File: src/rtl/cmp_arb_pkg.sv
// Shared types and constants for the comparator arbiter.
package cmp_arb_pkg;

   typedef enum logic [1:0] {
      IDLE = 2'd0,
      CMP  = 2'd1,
      HOLD = 2'd2
   } state_t;

   localparam logic ID_REQ0 = 1'b0;
   localparam logic ID_REQ1 = 1'b1;

endpackage

File: src/rtl/cmp_arbiter_comparator8.sv
// Unsigned magnitude comparator shared between the two requesters.
module Comparator8 #(
   parameter int WIDTH = 8
) (
   output logic             A_GT_B,
   output logic             A_LT_B,
   output logic             A_EQ_B,
   input  logic [WIDTH-1:0] A,
   input  logic [WIDTH-1:0] B
);

   always_comb begin
      A_GT_B = (A > B);
      A_LT_B = (A < B);
      A_EQ_B = (A == B);
   end

endmodule

File: src/rtl/cmp_arbiter.sv
// Two-requester round-robin arbiter in front of one Comparator8, with a
// registered valid/ready result and saturating per-requester grant counters.
//
//   state | meaning
//   IDLE  | waiting for a request; winner's operands captured on the edge
//   CMP   | comparator evaluates op_a/op_b; winner's gnt is high
//   HOLD  | result valid, held until res_ready
module cmp_arbiter
   import cmp_arb_pkg::*;
#(
   parameter int WIDTH = 8,
   parameter int CNT_W = 16
) (
   input  logic             clk,
   input  logic             rst,
   input  logic             req0,
   input  logic [WIDTH-1:0] a0,
   input  logic [WIDTH-1:0] b0,
   input  logic             req1,
   input  logic [WIDTH-1:0] a1,
   input  logic [WIDTH-1:0] b1,
   output logic             gnt0,
   output logic             gnt1,
   output logic             res_valid,
   output logic             res_id,
   output logic             res_gt,
   output logic             res_lt,
   output logic             res_eq,
   input  logic             res_ready,
   output logic [CNT_W-1:0] cnt0,
   output logic [CNT_W-1:0] cnt1
);

   localparam logic [CNT_W-1:0] CNT_ONE = {{(CNT_W-1){1'b0}}, 1'b1};

   state_t           state, state_nxt;
   logic [WIDTH-1:0] op_a, op_b;
   logic             id_r;
   logic             last_id;
   logic             req_any;
   logic             win_id;
   logic             cmp_gt, cmp_lt, cmp_eq;

   Comparator8 #(.WIDTH(WIDTH)) u_cmp (
      .A_GT_B (cmp_gt),
      .A_LT_B (cmp_lt),
      .A_EQ_B (cmp_eq),
      .A      (op_a),
      .B      (op_b)
   );

   always_comb begin
      req_any = req0 | req1;
      win_id  = ID_REQ0;
      if (req0 && req1) begin
         win_id = ~last_id;
      end else if (req1) begin
         win_id = ID_REQ1;
      end
   end

   always_comb begin
      state_nxt = state;
      case (state)
         IDLE:    if (req_any) state_nxt = CMP;
         CMP:     state_nxt = HOLD;
         HOLD:    if (res_ready) state_nxt = IDLE;
         default: state_nxt = IDLE;
      endcase
   end

   always_ff @(posedge clk) begin
      if (rst) begin
         state     <= IDLE;
         op_a      <= '0;
         op_b      <= '0;
         id_r      <= ID_REQ0;
         last_id   <= ID_REQ1;
         gnt0      <= 1'b0;
         gnt1      <= 1'b0;
         res_valid <= 1'b0;
         res_id    <= 1'b0;
         res_gt    <= 1'b0;
         res_lt    <= 1'b0;
         res_eq    <= 1'b0;
         cnt0      <= '0;
         cnt1      <= '0;
      end else begin
         state <= state_nxt;
         gnt0  <= 1'b0;
         gnt1  <= 1'b0;
         case (state)
            IDLE: begin
               if (req_any) begin
                  op_a    <= (win_id == ID_REQ1) ? a1 : a0;
                  op_b    <= (win_id == ID_REQ1) ? b1 : b0;
                  id_r    <= win_id;
                  last_id <= win_id;
                  if (win_id == ID_REQ1) begin
                     gnt1 <= 1'b1;
                     if (cnt1 != '1) cnt1 <= cnt1 + CNT_ONE;
                  end else begin
                     gnt0 <= 1'b1;
                     if (cnt0 != '1) cnt0 <= cnt0 + CNT_ONE;
                  end
               end
            end
            CMP: begin
               res_gt    <= cmp_gt;
               res_lt    <= cmp_lt;
               res_eq    <= cmp_eq;
               res_id    <= id_r;
               res_valid <= 1'b1;
            end
            HOLD: begin
               if (res_ready) res_valid <= 1'b0;
            end
            default: ;
         endcase
      end
   end

endmodule

File: config.mk
export PLATFORM = sky130hd
export DESIGN_NAME = cmp_arbiter
export DESIGN_NICKNAME = d
export VERILOG_FILES = /design/src/rtl/cmp_arb_pkg.sv /design/src/rtl/cmp_arbiter_comparator8.sv /design/src/rtl/cmp_arbiter.sv
export SDC_FILE = /design/constraint.sdc
export NUM_CORES = 1
export LEC_CHECK = 0
export CORE_UTILIZATION = 34
export CTS_CLUSTER_DIAMETER = 80
export DETAILED_ROUTE_END_ITERATION = 8
export HOLD_SLACK_MARGIN = 0.03
export PLACE_DENSITY = 0.58
export SKIP_LAST_GASP = 1
export SYNTH_ARGS = -nofsm -noshare
export SYNTH_HDL_FRONTEND = slang
export SYNTH_SLANG_ARGS = --single-unit
export TNS_END_PERCENT = 30
File: constraint.sdc
create_clock -name clk -period 1.91 [get_ports clk]
set_input_delay 0.2865 -clock clk [delete_from_list [all_inputs] [get_ports clk]]
set_output_delay 0.2865 -clock clk [all_outputs]
set_load 0.02 [all_outputs]
==> qor.yml, run 1 <==
outcome: "finished, final reports clean"
synth_nets: 357
worst_pin_slew_ns: 0.558
final-setup-viol-count: 0
clock.fmax_ghz: 0.557
start_kind: "register"
netlist.area_leader.share: 0.421
syn_area_mm2: 0.00281
grt_max_degree: 24
antenna_found_initial: 0
ctsResizeCount: 0
dp_hpwl_mm: 5.09
cp.buffers_inverters: 1
worstHoldStart: "rst"
rrSetupSlack_ns: 0.14
cts_buffers: 9
chipHeight_um: 92.9
syn_inst: 310
p_leak_nw: 1.44
antennaDiodeCount: 0
rr_startpoint: "op_b[1]"
clk_pin_slew_worst_paths_ns: 0.06
grt_pass1_wl_mm: 11.6
dieWidth_um: 92.9
cp_max_fo: 7
rows: 32
ant_nets: 0
wl_per_cell_um: 13.8
ctsHoldBuffers: 0
min_delay_path_depth: 2
grt_overflow_total: 0
globalplace.congestion: 0.803
htree_levels: 3
synthTopCellsByArea: "dfxtp_1, nor2_1, xnor2_1"
cp-end-kind: "primary output"
synth-edff-count: 0
ys_warn_count: 0
grt_pass1_vias: 2525
synth_area_per_cell_um2: 9.05
fin_area_mm2: 0.00400
track_usage: 0.171
vias_per_cell: 5.13
rsz0062_at_grt: "yes"
dp_cells: 493
critical_path.top_delay_family: "buffers and inverters"
first_pass_iters: 5
dp_slack_ns: -0.186
place_area_mm2: 0.00382
clock-sinks: 59
final_util: 0.509
min_path_type: "input port to register"
power_mw: 2.80
fin_cells: 507
ff2ff_path_depth: 7
relSlewSlack: 0.625
core_mm2: 0.00785
worstPathRequired_ns: 1.62
cp.arrival_ns: 1.51
die_area_mm2: 0.00862
synth_flop_cell: "dfxtp_1"
critical_path.slowest_cell: "clkdlybuf4s50_1"
cts_tree: "built"
period_minus_slack_ns: 1.80
cts_setup_buffers: 0
async_reset_ff_frac: 0
yosysSeqAreaShare: 0.421
drt_iter0_drc: 142
drv_cap: 0
crit_type: "register to primary output"
hold_viol_final: 0
final_layout_size_suffix_gt1_frac: 0.131
wl_mm: 6.98
final_nets: 449
vias: 2599
ys_ff_latch: 59
start_util: 0.358
clock_skew_ns: 0.00780
num_io_pins: 76
drv_slew: 0
layout_setup_ws_ns: 0.115
io_buffers: 75
ys_types: 45
yosys.area.top_type: "dfxtp_1"
holdPathEnd: "cnt1[15]"
area_growth_pct: 42.4
crit-reg2reg-capture: "res_gt"
vdd_drop_max_mv: 0.371
critPathMaxStageDelay_ns: 0.67
cts.root.buffer_cell: "clkbuf_8"
clk_latency_ns: 0.32
drc: 0
clockBufferDepth: 2
p_per_area_mw_per_mm2: 702
worstPathCellList: "clkdlybuf4s50_1"
fin_crit_sh: 0.940
through the flow:
step	hold slack, ns	TNS (ns)
6_report	0.374	0
4_1_cts	0.365	0
2_1_floorplan	0.454	0
3_3_place_gp	0.448	-0.545
5_1_grt	0.397	-0.0638
3_5_place_dp	0.450	-1.02
cell families after synthesis:
kind of cell             synth area share
buffers and inverters              0.0401
AO/OA/AOI/OAI                       0.151
XOR/XNOR                           0.0687
adder cells (fa/ha/maj)            0.0446
AND/OR/NAND/NOR                     0.256
multiplexers                       0.0183
flip-flops                          0.421
cell type report:
cell class              count  area (um2)
multi-input cells         224        1530
flip-flops and latches     59        1180
inverters                  13        48.8
clock inverters             3        15.0
fillers                   775        3850
repair buffers             95         946
well taps                 102         128
clock buffers              11         151
how the worst max path moves through the flow:
stage	startpoint	slack [ns]	cells after the start	endpoint
floorplan	cnt1[0]	0.02	6	cnt1[9]
finish	cnt1[10]	0.11	1	cnt1[10]
global placement	req1	-0.13	6	cnt1[9]
CTS	cnt1[10]	0.09	1	cnt1[10]
detailed placement	req0	-0.19	6	cnt1[9]
global route	cnt0[0]	-0.03	6	cnt0[14]
state kept, by name, summed over array words and instances, names as in the netlist:
register   count
res_id         1
last_id        1
op_a           8
state          2
gnt0           1
op_b           8
id_r           1
res_eq         1
gnt1           1
res_gt         1
cnt0          16
cnt1          16
res_lt         1
res_valid      1
layer usage:
metal / track usage / share of wire / vias to the layer above
li1: - / - / 1306
met1: 0.221 / 0.49 / 1231
met2: 0.272 / 0.46 / 60
met3: 0.0361 / 0.047 / 2
met4: 0.0756 / 0.0059 / 0
met5: 0 / 0 / -
worst register-to-register path, cell delays in order, from the launching register on:
cell and delay, ns:
dfxtp_1 0.34, inv_1 0.05, ha_1 0.27, nor2b_1 0.13, o21bai_1 0.12, a21oi_1 0.09
or4b_1 0.51, and2_1 0.16
cells in the mapped netlist, types with 2 or more instances:
cell type,instances
a211oi_1,4
a211oi_2,2
a21oi_1,14
a222oi_1,16
and2_1,4
and3_1,2
and4_1,3
and4_4,3
buf_2,3
clkbuf_1,9
dfxtp_1,59
ha_1,10
inv_1,13
mux2i_1,4
nand2_1,14
nand2b_1,4
nand3_1,11
nand4_1,10
nand4_2,2
nor2_1,56
nor2b_1,5
nor3_1,9
nor3b_1,2
nor4_1,5
o21ai_0,6
xnor2_1,20
xor2_1,2
placed cells by master, fill, tap and decap left out, types with 4 or more instances in the layout:
| cell type | instances |
|---|---|
| clkbuf_8 | 11 |
| a211oi_1 | 4 |
| mux2i_1 | 4 |
| nand3_1 | 11 |
| buf_4 | 16 |
| a222oi_1 | 16 |
| a21oi_1 | 14 |
| nand2b_1 | 4 |
| xnor2_1 | 20 |
| dfxtp_1 | 59 |
| nor3_1 | 9 |
| and2_1 | 4 |
| nor2b_1 | 5 |
| nor2_1 | 56 |
| buf_12 | 4 |
| ha_1 | 10 |
| clkdlybuf4s50_1 | 74 |
| nand2_1 | 14 |
| o21ai_0 | 6 |
| nand4_1 | 10 |
| inv_1 | 13 |
report_power, final:
group	switching, mW	internal (mW)
logic	0.234	0.257
registers	0.0427	1.29
clock network	0.457	0.520
total	0.733	2.07
(Power assumes the default switching activity.)
==> run 2, diff against run 1 <==
Settings changed: HOLD_SLACK_MARGIN 0.03 to 0.08.
==> results of run 2 <==
Same layout as run 1: the final DEF is identical, and so are final timing and power.
